### config.mk
export PLATFORM = sky130hd
export DESIGN_NAME = ad_nios_counter_cell
export DESIGN_NICKNAME = d
export VERILOG_FILES = /design/src/rtl/ad_nios_counter_cell.sv
export SDC_FILE = /design/constraint.sdc
export NUM_CORES = 1
export LEC_CHECK = 0
export ABC_AREA = 1
export CAP_MARGIN = 20
export CORE_ASPECT_RATIO = 1.2
export CORE_MARGIN = 3
export CORE_UTILIZATION = 32
export DETAILED_ROUTE_END_ITERATION = 10
export GPL_TIMING_DRIVEN = 0
export SLEW_MARGIN = 30
export SYNTH_ARGS = -nofsm -noshare
export SYNTH_HDL_FRONTEND = slang
export SYNTH_SLANG_ARGS = --single-unit
### constraint.sdc
create_clock -name clk -period 3.6 [get_ports clk]
set_input_delay 0.54 -clock clk [delete_from_list [all_inputs] [get_ports clk]]
set_output_delay 0.54 -clock clk [all_outputs]
set_load 0.02 [all_outputs]
### src/rtl/ad_nios_counter_cell.sv
// Parametrised counter cell: async clear, sync clear/load, enable, carry-in,
// up/down counting with programmable modulus and selectable terminal behaviour.
module ad_nios_counter_cell #(
  parameter int unsigned      WIDTH     = 16,
  parameter longint unsigned  MODULUS   = 0,
  parameter int unsigned      TERM_MODE = 0,
  parameter longint unsigned  RESET_VAL = 0
) (
  input  logic             clk,
  input  logic             reset_n,
  input  logic             ena,
  input  logic             cin,
  input  logic             sclr,
  input  logic             sload,
  input  logic [WIDTH-1:0] load_val,
  input  logic             up,
  output logic [WIDTH-1:0] q,
  output logic             cout,
  output logic             tc
);

  typedef enum logic [1:0] {
    TM_WRAP   = 2'd0,
    TM_SAT    = 2'd1,
    TM_RELOAD = 2'd2
  } term_e;

  localparam term_e            MODE = term_e'(TERM_MODE[1:0]);
  localparam logic [WIDTH-1:0] TOP  = (MODULUS == 0) ? {WIDTH{1'b1}}
                                                     : WIDTH'(MODULUS - 1);
  localparam logic [WIDTH-1:0] RST  = WIDTH'(RESET_VAL);

  logic [WIDTH-1:0] r_q;
  logic             r_tc;
  logic             w_step;
  logic             w_at_term;
  logic [WIDTH-1:0] w_load_clamp;
  logic [WIDTH-1:0] w_term_next;

  always_comb begin
    w_step       = ena & cin;
    w_at_term    = up ? (r_q == TOP) : (r_q == '0);
    w_load_clamp = (load_val > TOP) ? TOP : load_val;
    w_term_next  = r_q;
    case (MODE)
      TM_SAT:    w_term_next = r_q;
      TM_RELOAD: w_term_next = w_load_clamp;
      default:   w_term_next = up ? '0 : TOP;
    endcase
  end

  // Terminal check precedes the increment so no intermediate value passes TOP.
  always_ff @(posedge clk or negedge reset_n) begin
    if (!reset_n) begin
      r_q  <= RST;
      r_tc <= 1'b0;
    end else if (sclr) begin
      r_q  <= '0;
      r_tc <= 1'b0;
    end else if (sload) begin
      r_q  <= w_load_clamp;
      r_tc <= 1'b0;
    end else if (w_step) begin
      if (w_at_term) begin
        r_q  <= w_term_next;
        r_tc <= 1'b1;
      end else begin
        r_q  <= up ? (r_q + WIDTH'(1)) : (r_q - WIDTH'(1));
        r_tc <= 1'b0;
      end
    end else begin
      r_tc <= 1'b0;
    end
  end

  assign q    = r_q;
  assign tc   = r_tc;
  assign cout = w_step & w_at_term;

endmodule
---- Word-level counts from Yosys, hierarchy flattened ----
Index checks and enable logic that the tools add are counted.
operators by class
  muxes and demuxes ....................... 12
  shifts and indexed selects .............. 0
  add/subtract/negate cells ............... 2
  divide/modulo/power cells ............... 0
  magnitude comparators ................... 1
  $mul .................................... 0
  bitwise logic cells ..................... 2
  equality and inequality tests ........... 1
  reductions and logical operators ........ 2
operator list
  kind                   number
  $mux 16                7
  $add 16x1->16 const B  1
  $eq 16x16->1 const B   1
  $gt 16x16->1 const B   1
  $logic_not 16->1       1
  $sub 16x1->16 const B  1
  $mux 1                 5
  $reduce_bool 3->1      1
  $and 1x1->1            2
word-level totals
  input port bits ......................... 23
  word-level logic and storage cells ...... 22
  memories kept ........................... 0
  memory bits (writable) .................. 0
  memory bits (read-only) ................. 0
  output and inout port bits .............. 18
  bits in latches ......................... 0
  register bits ........................... 17

---- Longest topological paths before layout ----
  depth in word-level cells ............... 6
  mapped depth ............................ 14
  mapped depth without buffers ............ 14

---- Least setup slack after synthesis ----
Ideal clock, no wire load.
  kind .................................... input to output
  start point ............................. input up
  end point ............................... output cout
  path buffers ............................ 0
  slack ................................... 1,521 ps
  arrival ................................. 1,539 ps
  stages .................................. 7
  cells stage by stage .................... inv_2 > nand2_1 > nor3_1 > nand2_1 > nor2_2 > nor2_2 > nor2_1
between the ends
  word-level cells in the longest chain between the ends .. 2
RTL lines
  item         line  source
  from (decl)  16    input logic up,
  $mux 1       42    w_at_term = up ? (r_q == TOP) : (r_q == '0);
  $and 1x1->1  78    assign cout = w_step & w_at_term;
  to (decl)    18    output logic cout,
No other way between the ends.

---- Worst setup path after layout ----
Ends and elaborated chain as after synthesis.

==> run_results.csv <==
group,metric,value,unit
global_routing,grt_pass1_vias,2120,
routing,ant_nets,0,
place,dp_hpwl,4570,um
sta,finalCritPeriodShare,90.4,%
critical_path,cp-start-kind,"input pin",
routing,drt_iter0_markers,78,
die,dieArea,7170,um^2
routing,remaining_drc_errors,0,
critical_path,r2r-end,"q[13]",
global_routing,grt-ovfl-total,0,
logic_synthesis,synth_area,1980,um^2
critical_path,critPathArrivalTime,2.72,ns
place,routabilityCongestion,0.890,
cts,cts_root_buffer,"clkbuf_8",
logic_synthesis,yosysWarnings,0,
min_path,min_to,"q[13]",
cts,cts_tree,"done",
outcome,status,"finished, final reports clean",
die,fp-row-count,30,
sta,fmax,307,MHz
critical_path,cpPeakStageDelay,0.61,ns
cts,path_clk_slew,0.07,ns
sta,rsz0062_at_grt,"no",
cts,clock-sinks,17,
logic_synthesis,ys.flop_type,"dfrtp_1",
routing,vias_per_cell,4.61,
global_routing,track_usage,16.3,%
sta,timing_hold_violations_final,0,
cts,cts_made_buffers,3,
min_path,min_from,"q[13]",
sta,worst_slew_pin_slew,0.797,ns
critical_path,critical_path_required,3.06,ns
pwr,p_total,861,uW
logic_synthesis,async_reset_ff_share,100,%
logic_synthesis,synthCells,354,
finish,diodes,0,
pwr,ir_drop,0.000175,V
sta,report.final.slew_viol_count,0,
routing,routedWlPerCell,11.6,um
routing,num_vias,2203,
critical_path,cp_max_fo,16,
global_routing,grt_max_degree,18,
global_routing,grt_first_pass_wirelength,9600,um
logic_synthesis,synth_fp_nets,392,
logic_synthesis,ys_seq_area_share,21.5,%
place,portBuffers,40,
die,start_util,34.0,%
routing,routed_wl,5570,um
critical_path,rrSetupSlack,1.63,ns
sta,slew_headroom,46.7,%
critical_path,rr_worst_depth,12,
cts,insertion_delay,0.25,ns
min_path,min_delay_path_depth,2,
flow_run,cap_viol_max_count,0,
die,core,5820,um^2
die,die_h,92.1,um
routing,drt_first_pass_iters,4,
cts,hold_buffers,0,
sta,totalNegativeSetupSlack,0,ns
cts,cts_setup_buffers,0,
global_routing,antenna_found_initial,0,
critical_path,worstSetupPathType,"input pin to primary output",
logic_synthesis,synth-edff-count,0,
logic_synthesis,yosysUniqueCellTypes,27,
critical_path,timing.rr.start,"q[2]",
critical_path,cp_slowest_cell,"clkdlybuf4s50_1",
logic_synthesis,syn-mean-instance-area,5.59,um^2
sta,setup_viol,0,
logic_synthesis,ys_ff_latch,17,
pwr,power.density,341,nW/um^2
finish,area_growth,27.6,%
min_path,hold_path_class,"flip-flop to flip-flop",
cts,cts_repair_resize_count,0,
die,ios,41,
sta,min_period,3.26,ns
sta,skew,0.000594,ns
pwr,leakagePower,0.00139,uW
finish,nNetsFinal,437,
critical_path,path_cells,"clkdlybuf4s50_1 -> inv_2 -> nand2_1 -> nor3_1 -> nand2_1 -> nor2_2 -> nor2_2 -> nor2_1 -> clkdlybuf4s50_1",
cts,h-tree-depth,1,
cts,cts_buffer_depth,2,
die,die_width,77.8,um
critical_path,endpoint_kind,"primary output",
finish,drive_gt1_share,4.02,%
==> per-layer routing <==
metal | GRT usage, % | share of wire, % | up-vias
li1 | - | - | 1182
met1 | 20.5 | 47 | 961
met2 | 28.9 | 47 | 51
met3 | 1.57 | 3.8 | 9
met4 | 5.34 | 2.0 | 0
met5 | 0 | 0 | -
==> cell usage in the layout, fill, tap and decap left out, drive strengths merged, types with 10 or more instances in the layout <==
| master | synthesis | layout |
|---|---|---|
| a21oi | 10 | 10 |
| o21ai | 15 | 15 |
| inv | 51 | 51 |
| nand2 | 149 | 149 |
| dfrtp | 17 | 17 |
| nor2 | 49 | 49 |
| ha | 14 | 14 |
| nand3 | 21 | 21 |
| clkdlybuf4s50 | 0 | 40 |
==> area by class of cell <==
class                      count  area, um^2
buffer                         6        33.8
clock buffer                   4        45.0
fill                         617        3290
inverter                      51         191
multi-input combinational    280        1330
sequential                    17         425
tap                           80         100
timing repair buffer          40         400
==> per-stage QoR <==
step | util (%) | cells | hold slack [ns] | area, um^2 | worst slack [ns]
2_1_floorplan | - | 354 | 0.244 | 1980 | 1.52
3_3_place_gp | 42.6 | 474 | 0.542 | 2480 | 0.334
3_5_place_dp | 42.6 | 474 | 0.556 | 2480 | 0.317
4_1_cts | 43.4 | 478 | 0.570 | 2520 | 0.302
5_1_grt | 43.4 | 478 | 0.603 | 2520 | 0.159
6_report | 43.4 | 478 | 0.573 | 2520 | 0.345
==> power by group <==
group | internal (uW) | switching [uW] | total (uW)
Clock | 78.6 | 66.9 | 146
Combinational | 191 | 271 | 461
Sequential | 214 | 40.0 | 254
==> worst max-delay path: cells and delay by family <==
family	cells	cell delay, ns
buf+inv	3	1.42
simple gates	6	0.75
==> synthesized netlist by cell type, types with 2 or more instances <==
master      n  area [um^2]
clkbuf_1    2         7.51
nand2_1   149          559
xor2_1      2         17.5
o21ai_1     2         10.0
o21ai_0    12         60.1
or2_0       2         12.5
o211ai_1    2         15.0
ha_1       14          175
nor2_2      4         25.0
inv_1      49          184
xnor2_1     2         17.5
dfrtp_1    17          425
buf_2       3         15.0
nor3_1      6         30.0
nand3b_1    2         15.0
nand3_1    21          105
inv_2       2         7.51
nor2_1     45          169
a21oi_1    10         50.1
==> registers in the layout, summed over array words and instances (netlist names) <==
signal,count
tc,1
q,16
==> worst max path at each step <==
| stage | startpoint | to | slack (ns) | cells past startpoint |
|---|---|---|---|---|
| 2_1_floorplan | up | cout | 1.52 | 7 |
| 3_3_place_gp | up | cout | 0.33 | 9 |
| 3_5_place_dp | up | cout | 0.32 | 9 |
| 4_1_cts | up | cout | 0.30 | 9 |
| 5_1_grt | up | cout | 0.16 | 9 |
| 6_report | up | cout | 0.34 | 9 |
==> logic make-up after synthesis <==
kind of cell	share of synthesized area, %
xor+xnor	1.77
compound gates	7.27
flops	21.5
fa+ha+maj	9.87
buf+inv	11.4
simple gates	48.2
No activity file was read; power rests on OpenSTA's default activity.
